## src/rtl/vc_fifo_pkg.sv

```systemverilog
// Shared constants, width helper and per-VC status type for the virtual-channel FIFO bank.
package vc_fifo_pkg;

    localparam int DEF_DATA_W = 10;
    localparam int DEF_NUM_VC = 4;
    localparam int DEF_DEPTH  = 8;

    // Never returns 0, so a 2-entry space still gets a 1-bit select.
    function automatic int safe_clog2(input int n);
        return (n <= 2) ? 1 : $clog2(n);
    endfunction

    typedef struct packed {
        logic full;
        logic empty;
        logic almost_full;
        logic almost_empty;
    } vc_status_t;

endpackage

```

## src/rtl/vc_fifo_ram.sv

```systemverilog
// Simple dual-port RAM shared by all VCs: synchronous write, registered read, no reset.
module vc_fifo_ram #(
    parameter int DATA_W = 10,
    parameter int ADDR_W = 5,
    parameter int DEPTH  = 32
) (
    input  logic              clk,
    input  logic              wr_en,
    input  logic [ADDR_W-1:0] wr_addr,
    input  logic [DATA_W-1:0] wr_data,
    input  logic              rd_en,
    input  logic [ADDR_W-1:0] rd_addr,
    output logic [DATA_W-1:0] rd_data
);

    logic [DATA_W-1:0] mem [DEPTH];

    // Read and write in one process: a same-address access returns the old word.
    always_ff @(posedge clk) begin
        if (wr_en) begin
            mem[wr_addr] <= wr_data;
        end
        if (rd_en) begin
            rd_data <= mem[rd_addr];
        end
    end

endmodule

```

## src/rtl/vc_fifo_bank.sv

```systemverilog
// NUM_VC independent FIFOs carved out of one shared RAM, with per-VC pointers,
// occupancy counters, status/threshold flags and sticky error bits.
module vc_fifo_bank
    import vc_fifo_pkg::*;
#(
    parameter int DATA_W = DEF_DATA_W,
    parameter int NUM_VC = DEF_NUM_VC,
    parameter int DEPTH  = DEF_DEPTH,
    parameter int VC_W   = safe_clog2(NUM_VC),
    parameter int ADDR_W = safe_clog2(DEPTH),
    parameter int CNT_W  = ADDR_W + 1
) (
    input  logic              clk,
    input  logic              reset_L,
    input  logic              push,
    input  logic [VC_W-1:0]   push_vc,
    input  logic [DATA_W-1:0] data_in,
    input  logic              pop,
    input  logic [VC_W-1:0]   pop_vc,
    input  logic [CNT_W-1:0]  af_thresh,
    input  logic [CNT_W-1:0]  ae_thresh,
    output logic [DATA_W-1:0] data_out,
    output logic              valid_out,
    output logic [NUM_VC-1:0] full,
    output logic [NUM_VC-1:0] empty,
    output logic [NUM_VC-1:0] almost_full,
    output logic [NUM_VC-1:0] almost_empty,
    output logic [NUM_VC-1:0] overflow_err,
    output logic [NUM_VC-1:0] underflow_err
);

    localparam int RAM_AW    = VC_W + ADDR_W;
    localparam int RAM_DEPTH = NUM_VC * DEPTH;

    logic [ADDR_W-1:0] wr_ptr_reg [NUM_VC];
    logic [ADDR_W-1:0] rd_ptr_reg [NUM_VC];
    logic [CNT_W-1:0]  count_reg  [NUM_VC];
    vc_status_t        status     [NUM_VC];

    logic [NUM_VC-1:0] push_hit;
    logic [NUM_VC-1:0] pop_hit;
    logic [NUM_VC-1:0] push_acc;
    logic [NUM_VC-1:0] pop_acc;
    logic [NUM_VC-1:0] overflow_reg;
    logic [NUM_VC-1:0] underflow_reg;
    logic              valid_reg;
    logic              loaded_reg;

    logic              push_vc_ok;
    logic              pop_vc_ok;
    logic [ADDR_W-1:0] wr_ptr_sel;
    logic [ADDR_W-1:0] rd_ptr_sel;
    logic [DATA_W-1:0] ram_q;

    // Only a non-power-of-two bank can see VC selects past the last channel.
    generate
        if ((1 << VC_W) == NUM_VC) begin : g_vc_pow2
            assign push_vc_ok = 1'b1;
            assign pop_vc_ok  = 1'b1;
        end else begin : g_vc_npow2
            localparam logic [VC_W:0] NUM_VC_X = NUM_VC[VC_W:0];
            assign push_vc_ok = ({1'b0, push_vc} < NUM_VC_X);
            assign pop_vc_ok  = ({1'b0, pop_vc} < NUM_VC_X);
        end
    endgenerate

    generate
        for (genvar gi = 0; gi < NUM_VC; gi++) begin : g_vc
            assign push_hit[gi] = push && push_vc_ok && (push_vc == VC_W'(gi));
            assign pop_hit[gi]  = pop  && pop_vc_ok  && (pop_vc  == VC_W'(gi));

            assign status[gi] = '{
                full:         (count_reg[gi] == CNT_W'(DEPTH)),
                empty:        (count_reg[gi] == '0),
                almost_full:  (count_reg[gi] >= af_thresh),
                almost_empty: (count_reg[gi] <= ae_thresh)
            };

            // A full VC still takes a push when the same cycle pops it;
            // an empty VC never pops, even with a same-cycle push.
            assign pop_acc[gi]  = pop_hit[gi] && !status[gi].empty;
            assign push_acc[gi] = push_hit[gi] && (!status[gi].full || pop_acc[gi]);

            always_ff @(posedge clk or negedge reset_L) begin
                if (!reset_L) begin
                    wr_ptr_reg[gi] <= '0;
                    rd_ptr_reg[gi] <= '0;
                    count_reg[gi]  <= '0;
                end else begin
                    if (push_acc[gi]) begin
                        wr_ptr_reg[gi] <= wr_ptr_reg[gi] + 1'b1;
                    end
                    if (pop_acc[gi]) begin
                        rd_ptr_reg[gi] <= rd_ptr_reg[gi] + 1'b1;
                    end
                    case ({push_acc[gi], pop_acc[gi]})
                        2'b10:   count_reg[gi] <= count_reg[gi] + 1'b1;
                        2'b01:   count_reg[gi] <= count_reg[gi] - 1'b1;
                        default: count_reg[gi] <= count_reg[gi];
                    endcase
                end
            end

            assign full[gi]         = status[gi].full;
            assign empty[gi]        = status[gi].empty;
            assign almost_full[gi]  = status[gi].almost_full;
            assign almost_empty[gi] = status[gi].almost_empty;
        end
    endgenerate

    always_comb begin
        wr_ptr_sel = '0;
        rd_ptr_sel = '0;
        for (int i = 0; i < NUM_VC; i++) begin
            if (push_hit[i]) begin
                wr_ptr_sel = wr_ptr_reg[i];
            end
            if (pop_hit[i]) begin
                rd_ptr_sel = rd_ptr_reg[i];
            end
        end
    end

    vc_fifo_ram #(
        .DATA_W (DATA_W),
        .ADDR_W (RAM_AW),
        .DEPTH  (RAM_DEPTH)
    ) u_ram (
        .clk     (clk),
        .wr_en   (|push_acc),
        .wr_addr ({push_vc, wr_ptr_sel}),
        .wr_data (data_in),
        .rd_en   (|pop_acc),
        .rd_addr ({pop_vc, rd_ptr_sel}),
        .rd_data (ram_q)
    );

    always_ff @(posedge clk or negedge reset_L) begin
        if (!reset_L) begin
            valid_reg     <= 1'b0;
            loaded_reg    <= 1'b0;
            overflow_reg  <= '0;
            underflow_reg <= '0;
        end else begin
            valid_reg     <= |pop_acc;
            if (|pop_acc) begin
                loaded_reg <= 1'b1;
            end
            overflow_reg  <= overflow_reg  | (push_hit & ~push_acc);
            underflow_reg <= underflow_reg | (pop_hit  & ~pop_acc);
        end
    end

    // The RAM output has no reset, so it is masked until a pop after reset loads it.
    assign data_out      = loaded_reg ? ram_q : '0;
    assign valid_out     = valid_reg;
    assign overflow_err  = overflow_reg;
    assign underflow_err = underflow_reg;

endmodule

```

## config.mk

```make
export PLATFORM = sky130hd
export DESIGN_NAME = vc_fifo_bank
export DESIGN_NICKNAME = d
export VERILOG_FILES = /design/src/rtl/vc_fifo_pkg.sv /design/src/rtl/vc_fifo_ram.sv /design/src/rtl/vc_fifo_bank.sv
export SDC_FILE = /design/constraint.sdc
export NUM_CORES = 1
export LEC_CHECK = 0
export BUFFER_PORTS_ARGS = -buffer_cell sky130_fd_sc_hd__buf_4
export CAP_MARGIN = 10
export CORE_AREA = 3 3 195 292
export DETAILED_ROUTE_END_ITERATION = 6
export DIE_AREA = 0 0 198 295
export HOLD_SLACK_MARGIN = 0.15
export SYNTH_ARGS = -nofsm -noshare
export SYNTH_HDL_FRONTEND = slang
export SYNTH_SLANG_ARGS = --single-unit
```

## constraint.sdc

```tcl
create_clock -name clk -period 3.1 [get_ports clk]
set_input_delay 0.155 -clock clk [delete_from_list [all_inputs] [get_ports clk]]
set_output_delay 0.155 -clock clk [all_outputs]
set_load 0.01 [all_outputs]
```

After elaboration in Yosys (flattened, before gate mapping)
Memories as Yosys holds them, arrays and structs flattened. A register that Yosys moved wholly into a read port is not among the register bits.
Cells that the tools add are included.
- flip-flop bits (word level): 50
- latch bits: 0
- bits in writable memories: 320
- bits in read-only memories: 0
- bits of input ports: 26
- output and inout port bits: 35
- word-level logic and storage cells: 120
- memories: 1
- memory list (memory ; depth ; bits a word ; rd ports ; clocked after Yosys merged registers in ; wr ports ; line ; RTL):
    u_ram.mem ; 32 ; 10 ; 1 ; 1 ; 1 ; vc_fifo_ram.sv:16 ; logic [DATA_W-1:0] mem [DEPTH];
- add/subtract/negate cells: 16
- $mul: 0
- divide/modulo/power cells: 0
- $lt $le $gt $ge: 8
- equality and inequality tests: 18
- shift operators: 0
- mux-type cells: 15
- bitwise operators: 6
- reductions and logical operators: 40
- operators by type and width (kind ; count):
    case mux 4 bit (2 select lines) ; 4
    adder 3 x 1 -> 3 bit, second input constant ; 8
    two-way mux 3 bit ; 8
    adder 4 x 1 -> 4 bit, second input constant ; 4
    == test 2 bit, second input constant ; 8
    == test 4 bit, second input constant ; 4
    greater-or-equal comparator 4 bit ; 4
    <= comparator 4 bit ; 4
    logical AND 1 bit ; 16
    zero test 4 bit ; 4
    subtractor 4 x 1 -> 4 bit, second input constant ; 4
    == test 2 x 1 -> 1 bit, second input constant ; 6
    two-way mux 10 bit ; 1
    bitwise AND 4 bit ; 2
    zero test 1 bit ; 8
    NOT 4 bit ; 2
    OR 4 bit ; 2
    nonzero test 2 bit ; 4
    OR reduction 4 bit ; 2
    zero test 2 bit ; 2
    logical OR 1 bit ; 4
    two-way mux 1 bit ; 2

Logic depth before layout (Yosys ltp)
- depth after elaboration: 8
- depth in mapped cells: 11

By module
A second synthesis with hierarchy kept.
- cell total of the unflattened synthesis: 1050
- area, all modules: 16560.9 sq um
- modules (own cells, without submodules) (module ; instances ; cells an instance ; area each (sq um) ; sequential area each (sq um)):
    vc_fifo_ram ; 1 ; 733 ; 13093.8 ; 9909.5
    vc_fifo_bank ; 1 ; 317 ; 3467.1 ; 1251.2

Worst setup path before layout
OpenSTA, ideal clock, no wires.
- path type: reg-to-reg
- start point: register count_reg[13] (netlist name)
- end point: register loaded_reg
- arrival: 2.396 ns
- required time: 2.973 ns
- path slack: 0.576 ns
- stages on the path, launching flop included: 5
- path buffers: 0
- cells stage by stage: dfrtp_1 nor4_1 nor2_1 or4_1 or2_2
- cells in the longest elaborated chain, start to end: 4
- ends and longest elaborated chain (element ; line ; RTL):
    start: declaration ; vc_fifo_bank.sv:37 ; logic [CNT_W-1:0] count_reg [NUM_VC];
    start signal: indexed assignment ; vc_fifo_bank.sv:97 ; 2'b10: count_reg[gi] <= count_reg[gi] + 1'b1;
    start signal: indexed assignment ; vc_fifo_bank.sv:98 ; 2'b01: count_reg[gi] <= count_reg[gi] - 1'b1;
    start signal: indexed assignment ; vc_fifo_bank.sv:99 ; default: count_reg[gi] <= count_reg[gi];
    zero test 4 bit ; vc_fifo_bank.sv:74 ; empty: (count_reg[gi] == '0),
    named net empty[0] ; vc_fifo_bank.sv:25 ; output logic [NUM_VC-1:0] empty,
    zero test 1 bit ; vc_fifo_bank.sv:81 ; assign pop_acc[gi] = pop_hit[gi] && !status[gi].empty;
    logical AND 1 bit ; vc_fifo_bank.sv:81 ;
    OR reduction 4 bit ; n/a ;
    named net u_ram.rd_en ; vc_fifo_ram.sv:11 ; input logic rd_en,
    end signal: assignment ; vc_fifo_bank.sv:141 ; loaded_reg <= 1'b0;
    end signal: assignment ; vc_fifo_bank.sv:147 ; loaded_reg <= 1'b1;
    end: declaration ; vc_fifo_bank.sv:47 ; logic loaded_reg;
The timed path passes the listed nets, and every way through them passes these cells.
A chain may end at the register's enable or synchronous reset.

Final worst setup path
- start point: register rd_ptr_reg[4] (netlist name)
- end point: register u_ram.rd_data[4] (read register of u_ram.mem) (data pin)
- cells in the longest elaborated chain, start to end: 2
- ends and longest elaborated chain (element ; line ; RTL):
    start: declaration ; vc_fifo_bank.sv:36 ; logic [ADDR_W-1:0] rd_ptr_reg [NUM_VC];
    start signal: indexed assignment ; vc_fifo_bank.sv:94 ; rd_ptr_reg[gi] <= rd_ptr_reg[gi] + 1'b1;
    two-way mux 3 bit (2 in a row) ; vc_fifo_bank.sv:118 ; if (pop_hit[i]) begin
    end: declaration ; vc_fifo_ram.sv:13 ; output logic [DATA_W-1:0] rd_data
Every way passes these cells.

==> impl_metrics.py <==
metrics = {
    "pwr": {
        "pwr-share-seq_pct": 43.8,
        "power_density_nw_per_um2": 764,
        "p_sw_share_pct": 31.4,
        "peakVddDrop_uv": 371,
        "leakagePower_nw": 7.07,
        "p_int_w": 0.0102,
        "power_frac_clock_pct": 28.6,
        "pwr-share-comb_pct": 27.6,
        "switching_power_w": 0.00466,
    },
    "floorplanning": {
        "core_area_um2": 54700,
        "dieArea_um2": 58400,
        "die_width_um": 198,
        "rows": 105,
        "ioPinCount": 61,
        "die_y_um": 295,
        "initial_core_util_pct": 29.8,
    },
    "timing": {
        "setup_viol": 0,
        "worst_slack_ns": 0.209,
        "fin_setup_tns_ns": 0,
        "fin_crit_ns": 2.89,
        "fmax_ghz": 0.346,
        "slew_headroom_pct": 20.7,
        "worst-slew-pin-transition_ns": 1.18,
        "period_share_pct": 93.2,
        "rsz0062_at_grt": "false",
        "hold_viol": 0,
        "drv_slew": 0,
        "finClkSkew_ns": 0.0208,
    },
    "synthesis": {
        "avgSynthCellArea_um2": 14.0,
        "ys.flop_type": "edfxtp_1",
        "synth_warnings": 0,
        "ys_ff_latch": 380,
        "synth_edf_count": 330,
        "yosysSeqAreaShare_pct": 68.6,
        "syn_nets": 1242,
        "syn_inst": 1164,
        "syn_area_um2": 16300,
        "async_flop_share_pct": 13.2,
        "yosysUniqueCellTypes": 53,
    },
    "finish": {
        "nFillCells": 5220,
        "final_common_cell": "edfxtp_1",
        "drive_gt1_share_pct": 16.7,
        "largest_register_ffs": 320,
        "fin_cells": 2036,
        "layout-area-overhead-vs-synth_pct": 19.3,
        "layout_common_cells": "edfxtp_1 (330), nand2_1 (149), buf_4 (131), mux2i_1 (82), nor2_1 (79)",
        "layout.nets": 1390,
    },
    "worst_setup_path": {
        "reg2reg_slack_ns": 0.21,
        "worst_ep_required_time_ns": 3.37,
        "worstSetupStartpointType": "flop",
        "crit_arrival_ns": 3.16,
        "reg2regPathDepth": 7,
        "r2r-end": "u_ram.rd_data[4]",
        "crit_fanout": 18,
        "end_kind": "flop",
        "r2r-start": "rd_ptr_reg[4]",
        "crit_type": "reg -> reg",
    },
    "clock_tree": {
        "numCtsBuffers": 35,
        "htree_levels": 2,
        "cts.hold.buffers_added": 18,
        "clk_root_buffer_cell": "clkbuf_16",
        "clk_latency_ns": 0.53,
        "cts_tree": "built",
        "post_cts_buffers": 0,
        "clk_path_buf_depth": 3,
        "clkSinkCount": 380,
        "cts_resized": 0,
        "clk_pin_slew_ns": 0.08,
    },
    "grt": {
        "antenna_found_initial": 2,
        "grt.overflow.total": 0,
        "grt_max_degree": 51,
        "grt.total_usage_pct": 14.6,
        "grt_pass1_vias": 10399,
        "grt_pass1_wl_um": 64500,
    },
    "detailed_routing": {
        "via_count": 10181,
        "viasPerCell": 5.00,
        "drc": 0,
        "first_pass_iters": 6,
        "drt_iter0_drc": 633,
        "routedWlPerCell_um": 21.0,
        "drtAntennaViolNets": 0,
        "drt_wl_total_um": 42900,
    },
    "outcome": {
        "outcome": "finished, final reports clean",
    },
    "hold_path": {
        "hold_class": "in -> async",
    },
    "run": {
        "max_cap_violations": 0,
    },
    "placed_design": {
        "dpl_worst_slack_ns": 0.152,
        "port_buffers": 60,
        "place_congestion": 0.871,
        "hpwlAfterDp_um": 29900,
        "dp.cells": 1952,
    },
}
stage by stage:
step,hold slack [ns],area (um^2),util (%),total power (W)
5_1_grt,0.248,19400,35.5,0.0156
6_report,0.208,19400,35.5,0.0148
3_3_place_gp,0.237,18100,33.1,0.0106
2_1_floorplan,-0.141,16300,-,0.00901
3_5_place_dp,0.242,18100,33.1,0.0107
4_1_cts,0.212,19400,35.5,0.0150
power groups by stage:
stage / Combinational, W / Clock (W) / Sequential [W]
CTS: 0.00417 / 0.00433 / 0.00650
detailed placement: 0.00413 / 0 / 0.00661
finish: 0.00410 / 0.00424 / 0.00650
global route: 0.00451 / 0.00452 / 0.00656
global placement: 0.00404 / 0 / 0.00659
floorplan: 0.00254 / 0 / 0.00647
cell families after synthesis:
family / Yosys count / share of synthesized area (%)
compound gates: 193 / 7.69
xor+xnor: 28 / 1.51
fa+ha+maj: 52 / 4.18
buf+inv: 66 / 1.91
flops: 380 / 68.6
mux: 98 / 6.38
simple gates: 347 / 9.77
critical path, cell delays in order, from the launching register on:
cell,delay [ns]
dfrtp_1,0.42
mux4_4,0.68
o21a_2,0.38
buf_12,0.22
o21ai_1,0.11
o22ai_1,0.13
buf_4,0.15
or4_1,0.52
routing by layer:
layer	global-route usage [%]	up-vias	part of all wire (%)
met4	6.18	0	4.2
met5	0	-	0
li1	-	4680	-
met1	16.3	5116	38
met3	1.60	81	3.9
met2	27.8	304	54
synthesized netlist by cell type (7+ instances only):
cell      number  area [um^2]
mux2i_1       82          821
nand3_1       34          170
buf_2         14         70.1
nor3_1         7         35.0
edfxtp_1     330         9910
nand2b_1      14         87.6
or4_1         10         75.1
nor2_1        79          297
mux2_2        12          135
inv_1         20         75.1
xnor2_1       16          140
ha_1          48          601
nand2_1      149          559
and2_1        15         93.8
o21ai_1       22          110
dfrtp_1       50         1250
and3_1        11         68.8
clkbuf_1      24         90.1
o21ai_0       46          230
nor2b_1       12         75.1
a21oi_1       15         75.1
o211ai_1      35          263
xor2_1        12          105
o22ai_1       30          188
a32oi_1       10         87.6
area by class of cell:
type | instances | area [um^2] | area share [%]
Sequential cell | 380 | 11200 | 57.5
Multi-Input combinational cell | 718 | 4860 | 25.0
Timing Repair Buffer | 157 | 1320 | 6.82
Clock buffer | 41 | 920 | 4.74
Tap cell | 695 | 870 | 4.48
Clock inverter | 22 | 199 | 1.02
Inverter | 20 | 75.1 | 0.387
Antenna cell | 3 | 7.51 | 0.0387
worst max path at each step:
stage	startpoint	to	slack (ns)	depth (start not counted)
finish	rd_ptr_reg[4]	u_ram.rd_data[4]	0.21	7
global route	rd_ptr_reg[7]	u_ram.rd_data[0]	0.10	7
CTS	rd_ptr_reg[4]	u_ram.rd_data[4]	0.18	7
detailed placement	pop_vc[0]	u_ram.rd_data[4]	0.15	8
global placement	pop_vc[0]	u_ram.rd_data[0]	0.16	8
floorplan	count_reg[13]	loaded_reg	0.58	4
No activity file was read; power rests on OpenSTA's default activity.
